--- config.mk ---
export PLATFORM = sky130hd
export DESIGN_NAME = enc_demux_reg
export DESIGN_NICKNAME = d
export VERILOG_FILES = /design/src/rtl/enc_demux_reg.sv
export SDC_FILE = /design/constraint.sdc
export NUM_CORES = 1
export LEC_CHECK = 0
export CORE_ASPECT_RATIO = 0.8
export CORE_UTILIZATION = 35
export CTS_CLUSTER_SIZE = 12
export DETAILED_ROUTE_END_ITERATION = 16
export PLACE_DENSITY = 0.68
export SLEW_MARGIN = 40
export SYNTH_ARGS = -nofsm -noshare
export SYNTH_HDL_FRONTEND = slang
export SYNTH_SLANG_ARGS = --single-unit
--- constraint.sdc ---
create_clock -name clk -period 1.4 [get_ports clk]
set_input_delay 0.28 -clock clk [delete_from_list [all_inputs] [get_ports clk]]
set_output_delay 0.28 -clock clk [all_outputs]
set_load 0.02 [all_outputs]
--- src/rtl/enc_demux_reg.sv ---
// Purpose: captures a one-hot-low request, encodes it to an index, and routes the captured data to one of four destination registers.
// Latency: a request sampled at edge k gives idx/err/idx_valid and the updated out_* after edge k+1.
// Backpressure: results hold in PRESENT until out_ready is sampled high; a held request is never captured twice.
module enc_demux_reg (
    input  logic       clk,
    input  logic       rst,
    input  logic       en,
    input  logic [3:0] req_n,
    input  logic [1:0] din,
    input  logic       out_ready,
    output logic [1:0] idx,
    output logic       idx_valid,
    output logic       err,
    output logic [1:0] out_a,
    output logic [1:0] out_b,
    output logic [1:0] out_c,
    output logic [1:0] out_d,
    output logic       busy,
    output logic [3:0] wr_count
);

    typedef enum logic [1:0] {
        S_IDLE    = 2'd0,
        S_ENC     = 2'd1,
        S_PRESENT = 2'd2,
        S_RELEASE = 2'd3
    } state_t;

    // Pattern meaning "no request asserted" on the active-low request lines.
    localparam logic [3:0] REQ_NONE = 4'b1111;

    state_t     state_q, state_d;
    logic [3:0] req_q, req_d;
    logic [1:0] din_q, din_d;
    logic [1:0] idx_q, idx_d;
    logic       err_q, err_d;
    logic       idx_valid_q, idx_valid_d;
    logic [1:0] out_a_q, out_a_d;
    logic [1:0] out_b_q, out_b_d;
    logic [1:0] out_c_q, out_c_d;
    logic [1:0] out_d_q, out_d_d;
    logic [3:0] wr_count_q, wr_count_d;

    logic [1:0] enc_idx;
    logic       enc_err;
    logic [2:0] low_cnt;

    // Priority encoder on the captured request: lowest-numbered low bit wins, err flags multiple low bits.
    always_comb begin
        enc_idx = 2'd0;
        low_cnt = 3'd0;
        for (int i = 3; i >= 0; i--) begin
            if (!req_q[i]) begin
                enc_idx = i[1:0];
            end
        end
        for (int i = 0; i < 4; i++) begin
            low_cnt = low_cnt + {2'b00, ~req_q[i]};
        end
        enc_err = (low_cnt > 3'd1);
    end

    // Next-state and next-output logic; every register holds unless its state explicitly updates it.
    always_comb begin
        state_d     = state_q;
        req_d       = req_q;
        din_d       = din_q;
        idx_d       = idx_q;
        err_d       = err_q;
        idx_valid_d = idx_valid_q;
        out_a_d     = out_a_q;
        out_b_d     = out_b_q;
        out_c_d     = out_c_q;
        out_d_d     = out_d_q;
        wr_count_d  = wr_count_q;

        case (state_q)
            S_IDLE: begin
                // With en low the request lines are not looked at at all.
                if (en && (req_n != REQ_NONE)) begin
                    req_d   = req_n;
                    din_d   = din;
                    state_d = S_ENC;
                end
            end
            S_ENC: begin
                // Only the values registered in IDLE are used here; live inputs are ignored.
                idx_d       = enc_idx;
                err_d       = enc_err;
                idx_valid_d = 1'b1;
                case (enc_idx)
                    2'd0:    out_a_d = din_q;
                    2'd1:    out_b_d = din_q;
                    2'd2:    out_c_d = din_q;
                    default: out_d_d = din_q;
                endcase
                state_d = S_PRESENT;
            end
            S_PRESENT: begin
                // Results stay frozen until the consumer takes them.
                if (out_ready) begin
                    idx_valid_d = 1'b0;
                    wr_count_d  = wr_count_q + 4'd1;
                    state_d     = S_RELEASE;
                end
            end
            S_RELEASE: begin
                // Wait for the requester to let go so a held request is not captured twice.
                if (req_n == REQ_NONE) begin
                    state_d = S_IDLE;
                end
            end
            default: begin
                state_d = S_IDLE;
            end
        endcase
    end

    // State and output registers; synchronous reset overrides every transition.
    always_ff @(posedge clk) begin
        if (rst) begin
            state_q     <= S_IDLE;
            req_q       <= REQ_NONE;
            din_q       <= 2'd0;
            idx_q       <= 2'd0;
            err_q       <= 1'b0;
            idx_valid_q <= 1'b0;
            out_a_q     <= 2'd0;
            out_b_q     <= 2'd0;
            out_c_q     <= 2'd0;
            out_d_q     <= 2'd0;
            wr_count_q  <= 4'd0;
        end else begin
            state_q     <= state_d;
            req_q       <= req_d;
            din_q       <= din_d;
            idx_q       <= idx_d;
            err_q       <= err_d;
            idx_valid_q <= idx_valid_d;
            out_a_q     <= out_a_d;
            out_b_q     <= out_b_d;
            out_c_q     <= out_c_d;
            out_d_q     <= out_d_d;
            wr_count_q  <= wr_count_d;
        end
    end

    assign idx       = idx_q;
    assign err       = err_q;
    assign idx_valid = idx_valid_q;
    assign out_a     = out_a_q;
    assign out_b     = out_b_q;
    assign out_c     = out_c_q;
    assign out_d     = out_d_q;
    assign wr_count  = wr_count_q;
    assign busy      = (state_q != S_IDLE);

endmodule

Word-level counts from Yosys, hierarchy flattened --
Index checks and enable logic that the tools add are counted.
Storage, ports and cells: bits in registers 24, output and inout port bits 17, logic and storage cells 55
Cells by class: add/subtract/negate cells 4, bitwise operators 5, reduce and logical (&&, ||, !) cells 14, equal/unequal tests 10, mux-type cells 10, $lt $le $gt $ge 1
Operator list (count):
- $mux W2 | 7
- $reduce_and A2 Y1 | 7
- $pmux W2 S4 | 1
- $eq A2 B2 Y1 const B | 3
- $ne A2 B2 Y1 const B | 3
- $not A1 Y1 | 5
- $add A4 B1 Y4 const B | 1
- $eq A2 B1 Y1 const B | 2
- $eq A4 B4 Y1 const B | 1
- $logic_not A2 Y1 | 2
- $ne A4 B4 Y1 const B | 1
- $reduce_bool A2 Y1 | 2
- $add A2 B1 Y3 | 1
- $add A3 B1 Y3 | 1
- $gt A3 B1 Y1 const B | 1
- $reduce_and A3 Y1 | 1
- $reduce_or A3 Y1 | 1
- $add A1 B1 Y2 | 1
- $pmux W1 S2 | 1
- $logic_and A1 B1 Y1 | 1
- $mux W1 | 1

Logic depth before layout (Yosys ltp) --
depth after elaboration 8, depth in mapped cells 6, depth with buffers taken out 6

Worst setup path before layout --
No wires, ideal clock.
path kind register to register, start register state_q[0], end register state_q[1], data required time 1328 ps, clock period less this slack 1352 ps, buffers on the path 0, setup slack 48 ps, data arrival time 1280 ps, stages on the path, launching flop included 7, setup time 72 ps, path through dfxtp_1 inv_1 ha_1 inv_1 a21oi_1 a221oi_2 mux2i_1
On the way: word-level cells in the longest chain between the ends 3
RTL lines:
- start, declared | line 32 | state_t state_q, state_d;
- start signal, assigned | line 134 | state_q <= state_d;
- $eq A2 B2 Y1 or $logic_not A2 Y1 (tied branches) | line 77 | case (state_q)
- $ne A2 B2 Y1 (no line)
- $reduce_and A3 Y1 (no line)
Several ways; a longest one is shown, not always the timed one. A chain may end at the register's enable or synchronous reset.

Final worst setup path --
start input req_n[1], end register state_q[1]
On the way: word-level cells in the longest chain between the ends 4
RTL lines:
- start, declared | line 8 | input logic [3:0] req_n,
- $ne A4 B4 Y1 | line 80 | if (en && (req_n != REQ_NONE)) begin
- $logic_and A1 B1 Y1 | line 80
- $ne A2 B2 Y1 (no line)
- $reduce_and A3 Y1 (no line) (*)
Every way passes the cells marked *; elsewhere a longest branch is shown, timed or not.

==> flow_summary.html <==
<table>
<tr><th>Metric</th><th>Value</th></tr>
<tr><th colspan="2">Outcome</th></tr>
<tr><td>Result of the run</td><td>completed</td></tr>
<tr><th colspan="2">Critical path</th></tr>
<tr><td>Startpoint of the worst-slack reg-to-reg timing path</td><td>state_q[0]</td></tr>
<tr><td>Worst setup path class</td><td>input port to flop</td></tr>
<tr><td>Path depth of the worst reg2reg path</td><td>7</td></tr>
<tr><td>Required time worst endpoint</td><td>between 1.5 and 2 ns</td></tr>
<tr><td>Terminus of the critical flop-to-flop path</td><td>state_q[1]</td></tr>
<tr><td>Largest fanout on the critical path</td><td>5</td></tr>
<tr><td>CP Data Arrival Time</td><td>between 1.5 and 2 ns</td></tr>
<tr><td>Crit start category</td><td>input port</td></tr>
<tr><td>CP endpoint kind</td><td>flop</td></tr>
<tr><td>Register-to-register setup slack</td><td>approximately 0.080 ns</td></tr>
<tr><th colspan="2">Clock tree</th></tr>
<tr><td>Clk Latency, worst-skew pair</td><td>approximately 0.27 ns</td></tr>
<tr><td>Clock-pin slew on the worst setup and hold paths</td><td>approximately 0.080 ns</td></tr>
<tr><td>CTS H-tree lvls</td><td>1</td></tr>
<tr><td>Buffer depth of the longest clock path</td><td>2</td></tr>
<tr><td>CTS root buffer</td><td>clkbuf_8</td></tr>
<tr><td>TritonCTS clock tree</td><td>built</td></tr>
<tr><td>Num CTS Buffers</td><td>3</td></tr>
<tr><td>CTS sink cnt</td><td>24</td></tr>
<tr><th colspan="2">Synth</th></tr>
<tr><td>Post-Synthesis Cells</td><td>between 100 and 150</td></tr>
<tr><td>Mean Syn Cell Area</td><td>8.86 um2</td></tr>
<tr><td>Main combinational cell family by area after synthesis</td><td>simple AND/OR/NAND/NOR gates</td></tr>
<tr><td>Compound-gate portion of the synthesized area</td><td>~16%</td></tr>
<tr><td>Number of nets produced by synthesis</td><td>between 100 and 150</td></tr>
<tr><td>Portion of the post-synthesis area used by sequential elements</td><td>between 40 and 50%</td></tr>
<tr><td>Number of warnings issued by yosys</td><td>0</td></tr>
<tr><td>Share of synthesized cell area in and, or, nand and nor gates</td><td>19.9%</td></tr>
<tr><td>Synthesized-area fraction occupied by xor and xnor cells</td><td>between 1.5 and 2%</td></tr>
<tr><td>Synthesized cell area</td><td>about 0.0011 mm2</td></tr>
<tr><td>Register bit count reported by yosys</td><td>24</td></tr>
<tr><td>Count of cell types in the netlist</td><td>25</td></tr>
<tr><td>Adder and majority gate portion of the synthesized area</td><td>8.80%</td></tr>
<tr><td>Share of cell area taken by muxes after synthesis</td><td>approximately 4.6%</td></tr>
<tr><th colspan="2">Routing</th></tr>
<tr><td>Number of nets with antenna violations after routing</td><td>0</td></tr>
<tr><td>DRC Markers</td><td>0</td></tr>
<tr><td>Detailed Routing Iterations Pass 1</td><td>4</td></tr>
<tr><td>Met2 wire length</td><td>1230 um</td></tr>
<tr><td>Routed met3 length</td><td>105 um</td></tr>
<tr><td>Drt first-iter violations</td><td>13</td></tr>
<tr><td>Top routing layer in use</td><td>met4</td></tr>
<tr><td>Total via count in the routed design</td><td>just under 1000</td></tr>
<tr><td>Detail-routed net length per standard cell</td><td>around 12 um</td></tr>
<tr><td>DR vias/cell</td><td>4.93</td></tr>
<tr><td>Routed length on met1</td><td>between 1000 and 1500 um</td></tr>
<tr><td>Total length of routed wires</td><td>~2500 um</td></tr>
<tr><th colspan="2">Global route</th></tr>
<tr><td>Global-route wire length before repair</td><td>roughly 4200 um</td></tr>
<tr><td>Aggregate global-route resource usage</td><td>between 10% and 20%</td></tr>
<tr><td>Gr ovfl total</td><td>0</td></tr>
<tr><td>Vias in the first global route</td><td>between 900 and 1000</td></tr>
<tr><td>Antenna violations before repair</td><td>0</td></tr>
<tr><td>Pin count of the biggest net entering global routing</td><td>15</td></tr>
<tr><th colspan="2">Power</th></tr>
<tr><td>Worst IR Drop VDD</td><td>between 1 and 1.5 mV</td></tr>
<tr><td>Pwr Density</td><td>approximately 1600 mW/mm2</td></tr>
<tr><td>Leakage dissipation</td><td>0.711 nW</td></tr>
<tr><th colspan="2">Job</th></tr>
<tr><td>Count of maximum capacitance violations</td><td>0</td></tr>
<tr><th colspan="2">STA</th></tr>
<tr><td>Number of setup violations in the final report</td><td>0</td></tr>
<tr><td>Number of hold-slack violations in the final timing report</td><td>0</td></tr>
<tr><td>FMAX</td><td>roughly 750 MHz</td></tr>
<tr><td>Setup Skew</td><td>about 0.0017 ns</td></tr>
<tr><td>Setup TNS</td><td>0 ns</td></tr>
<tr><td>Part of the cycle the worst path needs</td><td>95.7%</td></tr>
<tr><td>Fin. max-slew vios</td><td>0</td></tr>
<tr><td>Max-slew headroom</td><td>82.7%</td></tr>
<tr><td>Slew at the pin with the worst max-slew slack</td><td>0.259 ns</td></tr>
<tr><td>Shortest clock period the worst path allows after layout</td><td>1.34 ns</td></tr>
<tr><td>Unrepaired setup endpoints after global routing</td><td>yes</td></tr>
<tr><th colspan="2">Floorplan</th></tr>
<tr><td>Number of top-level design ports</td><td>27</td></tr>
<tr><td>Die Span X</td><td>64.1 um</td></tr>
<tr><td>Count of standard-cell rows</td><td>17</td></tr>
<tr><td>Std-Cell Core Area</td><td>between 0.002 and 0.003 mm2</td></tr>
<tr><td>Die ar.</td><td>about 0.0033 mm2</td></tr>
<tr><td>Vertical die dimension</td><td>~52 um</td></tr>
<tr><td>Initial standard-cell utilization of the core</td><td>37.9%</td></tr>
<tr><th colspan="2">Finish</th></tr>
<tr><td>Area growth syn-to-layout</td><td>45.1%</td></tr>
<tr><td>Final instance count without filler cells</td><td>200</td></tr>
<tr><td>Antenna Cells</td><td>0</td></tr>
<tr><td>Sequential Area</td><td>between 400 and 500 um2</td></tr>
<tr><td>Filler cell count</td><td>around 280</td></tr>
<tr><td>Number of nets in the layout</td><td>between 150 and 200</td></tr>
<tr><td>Combined area of the multi-input logic cells</td><td>roughly 620 um2</td></tr>
<tr><td>Utilization after layout</td><td>55.0%</td></tr>
<tr><td>Fraction of layout cells with a size suffix above 1</td><td>19.8%</td></tr>
<tr><th colspan="2">Placed design</th></tr>
<tr><td>IO buf count</td><td>26</td></tr>
<tr><td>Placed Cells incl. Taps</td><td>between 150 and 200</td></tr>
<tr><td>Global placer's final weighted congestion</td><td>approximately 0.72</td></tr>
<tr><td>Half-perimeter wire length after detailed placement</td><td>1880 um</td></tr>
<tr><th colspan="2">Worst hold path</th></tr>
<tr><td>Class of the tightest hold or removal check</td><td>flop to flop</td></tr>
<tr><td>Worst hold path depth</td><td>2</td></tr>
<tr><td>Hold Crit Start</td><td>out_b[0]</td></tr>
<tr><td>Terminating pin of the worst hold path</td><td>out_b[0]</td></tr>
</table>
[cell usage after synthesis, drive strengths merged]
cell / instances / area, um2
a211o: 4 / 35.0
a211oi: 1 / 7.51
a21boi: 1 / 11.3
a21oi: 12 / 60.1
a221oi: 1 / 15.0
and2b: 1 / 8.76
clkbuf: 4 / 15.0
dfxtp: 24 / 480
fa: 1 / 20.0
ha: 6 / 75.1
inv: 9 / 33.8
mux2i: 5 / 50.1
nand2: 11 / 43.8
nand2b: 5 / 31.3
nand3: 9 / 50.1
nand4: 2 / 18.8
nor2: 15 / 56.3
o211ai: 1 / 7.51
o21a: 1 / 7.51
o21ai: 6 / 30.0
or3: 1 / 6.26
xor2: 2 / 17.5
[sequential cells by signal, summed over array words and instances, names as in the netlist]
name / cells
idx: 2
out_c: 2
idx_valid: 1
out_d: 2
out_b: 2
state_q: 2
out_a: 2
din_q: 2
err: 1
wr_count: 4
req_q: 4
[worst max-delay path, stage by stage]
cell and delay, ns:
clkdlybuf4s50_1 0.54, nand4_4 0.19, a221oi_4 0.31, mux2i_1 0.22
[how the worst max path moves through the flow]
stage	start	endpoint	cells past startpoint
2_1_floorplan	state_q[0]	state_q[1]	6
3_3_place_gp	req_n[1]	req_q[0]	5
3_5_place_dp	req_n[1]	req_q[2]	5
4_1_cts	state_q[0]	busy	4
5_1_grt	state_q[1]	out_d[0]	7
6_report	req_n[1]	state_q[1]	4
[through the flow]
stage          worst slack, ns  area, um2  power, W  hold WS (ns)
2_1_floorplan           0.0480       1080   0.00152         0.424
3_3_place_gp            -0.181       1480   0.00197         0.447
3_5_place_dp            -0.284       1480   0.00201         0.455
4_1_cts                 0.0100       1540   0.00246         0.464
5_1_grt                -0.0134       1570   0.00270         0.490
6_report                0.0604       1570   0.00251         0.456
[routing by layer]
metal	GRT usage, %	up-vias
met5	0	-
met4	10.4	0
met3	5.26	6
met2	29.3	24
met1	19.4	457
li1	-	498
[kinds of logic (layout without fill, tap and decap cells)]
family,after synthesis,after routing
AO/OA/AOI/OAI,27,27
XOR/XNOR,2,2
adder cells (fa/ha/maj),7,7
buffers and inverters,13,52
flip-flops,24,24
multiplexers,5,5
AND/OR/NAND/NOR,44,45
[area by class of cell]
cell class,count,share of cell area (%)
multi-input cells,86,39.6
flip-flops and latches,24,30.8
repair buffers,40,21.9
well taps,38,3.03
clock buffers,3,2.63
inverters,9,2.15
[layout by cell type (no fill, tap or decap), drive strengths merged, types with 3 or more instances in the layout]
cell	synthesis	layout
clkbuf	4	3
inv	9	9
a21oi	12	12
mux2i	5	5
clkdlybuf4s50	0	9
nand2b	5	5
o21ai	6	6
nor2	15	15
dlygate4sd2	0	16
nand2	11	11
a211o	4	4
buf	0	15
nand3	9	10
dfxtp	24	24
ha	6	6
[report_power, final]
part	internal [W]	total [W]	switching, W
Sequential	0.000807	0.000909	0.000102
Combinational	0.000580	0.00119	0.000607
Clock	0.000193	0.000410	0.000217
[repair_timing]
action                                  4_1_cts  5_1_grt
endpoints found under the setup margin       20        9
hold buffers                                  0        0
buffers inserted                              0        0
gates resized for setup                      27        6
pin swaps                                     2        0
cloned                                        0        1
Power figures use the tool's default switching activity.
